`config.mk`:
```
export PLATFORM = sky130hd
export DESIGN_NAME = wide_inv
export DESIGN_NICKNAME = d
export VERILOG_FILES = /design/src/rtl/wide_inv.sv
export SDC_FILE = /design/constraint.sdc
export NUM_CORES = 1
export LEC_CHECK = 0
export ABC_CLOCK_PERIOD_IN_PS = 800
export CAP_MARGIN = 20
export CORE_MARGIN = 8
export CORE_UTILIZATION = 57
export CTS_CLUSTER_DIAMETER = 150
export DETAILED_ROUTE_END_ITERATION = 8
export DONT_BUFFER_PORTS = 1
export PLACE_DENSITY = 0.76
export SLEW_MARGIN = 30
export SYNTH_ARGS = -nofsm -noshare
export SYNTH_HDL_FRONTEND = slang
export SYNTH_SLANG_ARGS = --single-unit
```
`constraint.sdc`:
```
create_clock -name clock -period 0.8 [get_ports clock]
set_input_delay 0.12 -clock clock [delete_from_list [all_inputs] [get_ports clock]]
set_output_delay 0.12 -clock clock [all_outputs]
set_load 0.01 [all_outputs]
```
`src/rtl/wide_inv.sv`:
```
// wide_inv: bitwise inverter behind LATENCY register stages. The first stage
// captures ~d_in and the later stages only delay it, so d_out is always a flop output.
module wide_inv #(
  parameter int WIDTH   = 32,
  parameter int LATENCY = 1
) (
  input  logic             clock,
  input  logic             rst,
  input  logic [WIDTH-1:0] d_in,
  output logic [WIDTH-1:0] d_out
);

  if (WIDTH < 1 || WIDTH > 64) begin : g_badWidth
    $error("wide_inv: WIDTH=%0d is outside the supported range 1..64", WIDTH);
  end

  if (LATENCY < 1 || LATENCY > 4) begin : g_badLatency
    $error("wide_inv: LATENCY=%0d is outside the supported range 1..4", LATENCY);
  end

  logic [WIDTH-1:0] r_stage [LATENCY];

  // Reset clears every stage at once, so in-flight words are dropped, not delayed.
  always_ff @(posedge clock or negedge rst) begin
    if (!rst) begin
      for (int k = 0; k < LATENCY; k++) begin
        r_stage[k] <= '0;
      end
    end else begin
      r_stage[0] <= ~d_in;
      for (int k = 1; k < LATENCY; k++) begin
        r_stage[k] <= r_stage[k-1];
      end
    end
  end

  assign d_out = r_stage[LATENCY-1];

endmodule

```
==> results of run 1 <==
==> path summary, 6_finish.rpt <==
path / depth (start not counted) / from / slack [ns] / end
max in group asynchronous: 0 / rst / 1.23 / d_out[10]
worst min-delay path: 0 / rst / -0.51 / d_out[0]
min in group clock: 2 / d_in[6] / 0.39 / d_out[6]
worst max-delay path: 0 / d_out[29] / -0.05 / d_out[29]
==> logic make-up after synthesis <==
group    after synthesis  synth area share, %
flops                 32                 87.0
buf+inv               32                 13.0
==> placed cells by master, fill, tap and decap left out <==
cell | synthesis | layout
dfrtp_1 | 32 | 32
inv_1 | 32 | 32
clkbuf_8 | 0 | 2
clkbuf_4 | 0 | 5
dlygate4sd3_1 | 0 | 32
==> per-stage QoR <==
step                      hold slack, ns  util, %  cell area (um^2)  power (mW)  setup slack, ns
after detailed placement          -0.175     62.5               941        1.85            0.282
after CTS                         -0.525     88.0              1330        2.93          -0.0754
final                             -0.507     88.0              1330        2.90          -0.0490
after floorplan                   -0.176        -               921        1.82            0.304
after global placement            -0.175     62.5               941        1.84            0.289
after global routing              -0.538     88.0              1330        3.04          -0.0938
==> cell type report <==
class,instances,area (um^2)
Fill cell,62,180
Clock buffer,7,65.1
Inverter,32,120
Tap cell,16,20.0
Sequential cell,32,801
Timing Repair Buffer,32,320
==> repair_timing <==
item	4_1_cts	5_1_grt
gates resized for setup	0	0
endpoints found under the setup margin	32	32
pin swaps	0	0
hold endpoints to repair	64	32
==> power groups by stage <==
stage	Clock (mW)	Combinational (mW)	Sequential, mW
after global placement	0	0.0299	1.81
after floorplan	0	0.0259	1.80
after CTS	0.990	0.156	1.78
after detailed placement	0	0.0342	1.81
after global routing	1.08	0.176	1.79
final	0.959	0.161	1.78
==> metal layers <==
metal,vias up,global-route usage (%),share of wire [%]
met5,-,0,0
met4,0,5.50,1.6
met3,5,11.6,14
met2,44,27.1,55
met1,252,12.3,29
li1,238,-,-
==> flow_summary.yaml, run 1 <==
clock_tree:
  h-tree-depth: 2
  clk_pin_slew_ns: 0.09
  clkSinkCount: 32
  cts_hold_buf: 32
  cts_setup_buffers: 0
  cts_tree: "yes"
  ctsLongestPathBuffers: 2
  numCtsBuffers: 5
  root_buffer: "clkbuf_4"
synthesis:
  synth.ff_latch_count: 32
  async_flop_share_pct: 100
  synth_edf_count: 0
  synthTopCellsByCount: "dfrtp_1 (32), inv_1 (32)"
  synth_warnings: 0
  yosysUniqueCellTypes: 2
  synth_top_area_share_pct: 87.0
  ys_seq_area_share_pct: 87.0
  yosysTopAreaCell: "dfrtp_1"
  syn-num-nets: 98
  syn_area_um2: 921
  ys.flop_type: "dfrtp_1"
  netlist_instances: 64
  synth_top_cells_by_area: "dfrtp_1 (87%), inv_1 (13%)"
  synth.avg_cell_area_um2: 14.4
critical_path:
  cp_max_fo: 1
  critPathArrivalTime_ns: 0.73
  worstPathRequired_ns: 0.68
  crit_path_start_kind: "flip-flop"
  end_kind: "output pin"
  critPathKind: "flip-flop to output pin"
sta:
  slew_headroom_pct: 91.0
  drv_slew: 0
  rsz0062_at_grt: "true"
  hold_viol_final: 32
  period_minus_slack_ns: 0.849
  max_freq_ghz: 1.18
  timing.setup.tns_ns: -1.30
  worst-slew-pin-transition_ns: 0.135
  fin_crit_sh_pct: 106
  setup_ws_ns: -0.0490
  whs_ns: -0.507
  setup_violations: 32
power:
  power.density_nw_per_um2: 2190
  p_sw_share_pct: 20.2
  ir_worst_vdd_mv: 2.17
  switchingPower_mw: 0.587
  power_frac_seq_pct: 61.4
  pwr-share-comb_pct: 5.6
  p_leak_nw: 0.714
  cell_internal_pwr_mw: 2.31
  clkPwrFrac_pct: 33.1
global_routing:
  grt_pass1_vias: 670
  grt_pass1_wl_um: 3600
  grt_remaining_overflow: 0
  antenna_found_initial: 0
  grt_max_degree: 33
  grt_util_all_layers_pct: 15.3
floorplanning:
  die_area_um2: 3160
  core_area_um2: 1510
  die_w_um: 56.2
  rows: 14
  initial_core_util_pct: 61.1
  die_h_um: 56.2
  io_pins: 66
run_status:
  failed_checks: "hold timing, setup timing"
  status: "finished, violations left"
place:
  place_congestion: 0.611
  dp_hpwl_um: 1310
  port_buffers: 0
  place_inst: 80
final_layout:
  largest_reg_flops: 32
  fin_cells: 119
  n_antenna_cell: 0
  nMultiInputCombCells: 0
  drive_gt1_share_pct: 6.80
  finalNetCount: 137
  area_growth_pct: 44.0
  multi_input_area_um2: 0
detailed_routing:
  avgViaCountPerCell: 4.53
  wl_per_cell_um: 18.3
  wl_um: 2180
  drtIter0Drc: 4
  dr_total_vias: 539
  remaining_drc_errors: 0
  drtAntennaViolNets: 0
  dr.pass1.iters: 3
hold_path:
  hold_path_class: "input port to async pin"
job:
  cap_violations: 0
Note: power is estimated with default switching activity, not from simulation.
==> inputs of run 2 (changes only) <==
==> constraint.sdc (replaced) <==
create_clock -name clock -period 0.8 [get_ports clock]
set_input_delay 0.08 -clock clock [delete_from_list [all_inputs] [get_ports clock]]
set_output_delay 0.08 -clock clock [all_outputs]
set_load 0.01 [all_outputs]
==> results of run 2 <==
The final DEF is identical to that of run 1. Status: finished, violations left: hold timing, setup timing.
Main changes from that run: setup slack after placement 0.282 ns -> 0.322 ns; setup slack after layout -0.0490 ns -> -0.00898 ns; setup TNS -1.30 ns -> -0.0692 ns; hold slack -0.507 ns -> -0.547 ns; number of setup violations in the final report 32 -> 17
==> inputs of run 3 (changes only) <==
- ABC_CLOCK_PERIOD_IN_PS: 800 -> default
- CTS_BUF_LIST: default -> sky130_fd_sc_hd__clkbuf_16
- CTS_CLUSTER_DIAMETER: 150 -> default
==> flow_summary.yaml, run 3 (synthesized netlist as in run 1, its figures left out) <==
run_status:
  status: "finished, violations left"
  failed_checks: "hold timing"
global_routing:
  grt_max_degree: 33
  grt_util_all_layers_pct: 17.3
  grt_remaining_overflow: 0
  grt_pass1_vias: 685
  grt_pass1_wl_um: 4010
  antenna_found_initial: 0
detailed_routing:
  avgViaCountPerCell: 4.63
  met3_length_um: 338
  drtIter0Drc: 4
  remaining_drc_errors: 0
  met1_length_um: 792
  dr_total_vias: 551
  highest_layer: "met4"
  wl_per_cell_um: 22.2
  wl_um: 2640
  drtAntennaViolNets: 0
  dr.pass1.iters: 2
  met2_length_um: 1500
place:
  dp_hpwl_um: 1310
  port_buffers: 0
  place_congestion: 0.611
  place_inst: 80
sta:
  max_freq_ghz: 1.32
  whs_ns: -0.489
  timing.setup.tns_ns: 0
  worst-slew-pin-transition_ns: 0.145
  slew_headroom_pct: 90.4
  hold_viol_final: 32
  setup_violations: 0
  fin_crit_sh_pct: 94.5
  rsz0062_at_grt: "false"
  period_minus_slack_ns: 0.756
  drv_slew: 0
final_layout:
  n_antenna_cell: 0
  final_cell_mix: "inv_1 (32), dfrtp_1 (32), dlygate4sd3_1 (32), clkbuf_16 (5), clkinv_1 (2)"
  area_growth_pct: 51.4
  multi_input_area_um2: 0
  largest_reg_flops: 32
  fin_cells: 119
  drive_gt1_share_pct: 4.85
  nMultiInputCombCells: 0
  finalNetCount: 137
floorplanning:
  initial_core_util_pct: 61.1
  core_area_um2: 1510
  die_area_um2: 3160
  die_w_um: 56.2
  die_h_um: 56.2
  rows: 14
  io_pins: 66
critical_path:
  crit_path_start_kind: "flip-flop"
  startpoint: "d_out[27]"
  end_kind: "output pin"
  critPathKind: "flip-flop to output pin"
  cp_max_fo: 1
  critPathArrivalTime_ns: 0.68
  worstPathRequired_ns: 0.72
power:
  ir_worst_vdd_mv: 2.43
  p_leak_nw: 0.742
  power.density_nw_per_um2: 2600
  finalPower_mw: 3.63
clock_tree:
  numCtsBuffers: 5
  ctsLongestPathBuffers: 2
  cts.repair.resized: 0
  cts_hold_buf: 32
  h-tree-depth: 2
  cts_tree: "yes"
  cts_setup_buffers: 0
  clkSinkCount: 32
  root_buffer: "clkbuf_16"
  clk_pin_slew_ns: 0.05
hold_path:
  hold_path_class: "input port to async pin"
job:
  cap_violations: 0
## run 3: worst max-delay path by stage
stage | end | cells after the start
floorplan | d_out[0] | 0
global placement | d_out[13] | 0
detailed placement | d_out[16] | 0
CTS | d_out[16] | 0
global route | d_out[15] | 0
finish | d_out[27] | 0
## run 3: metal layers
layer  up-vias  global-route usage [%]
met3         2                    12.6
met4         0                    4.12
met1       271                    13.4
met5         -                       0
met2        40                    32.5
li1        238                       -
## run 3: area by class of cell
cell class | count | area [um^2]
Clock buffer | 5 | 125
Clock inverter | 2 | 7.51
Fill cell | 43 | 113
Inverter | 32 | 120
Sequential cell | 32 | 801
Tap cell | 16 | 20.0
Timing Repair Buffer | 32 | 320
## run 3: report_power, final
group | internal, mW | switching [mW]
logic | 0.115 | 0.0557
registers | 1.71 | 0.0838
clock network | 1.11 | 0.561
## run 3: stage by stage
stage               setup WS, ns  area [um^2]  utilization (%)
floorplan                  0.344          921                -
global placement           0.329          941             62.5
detailed placement         0.322          941             62.5
CTS                       0.0341         1390             92.5
global route              0.0260         1390             92.5
finish                    0.0440         1390             92.5
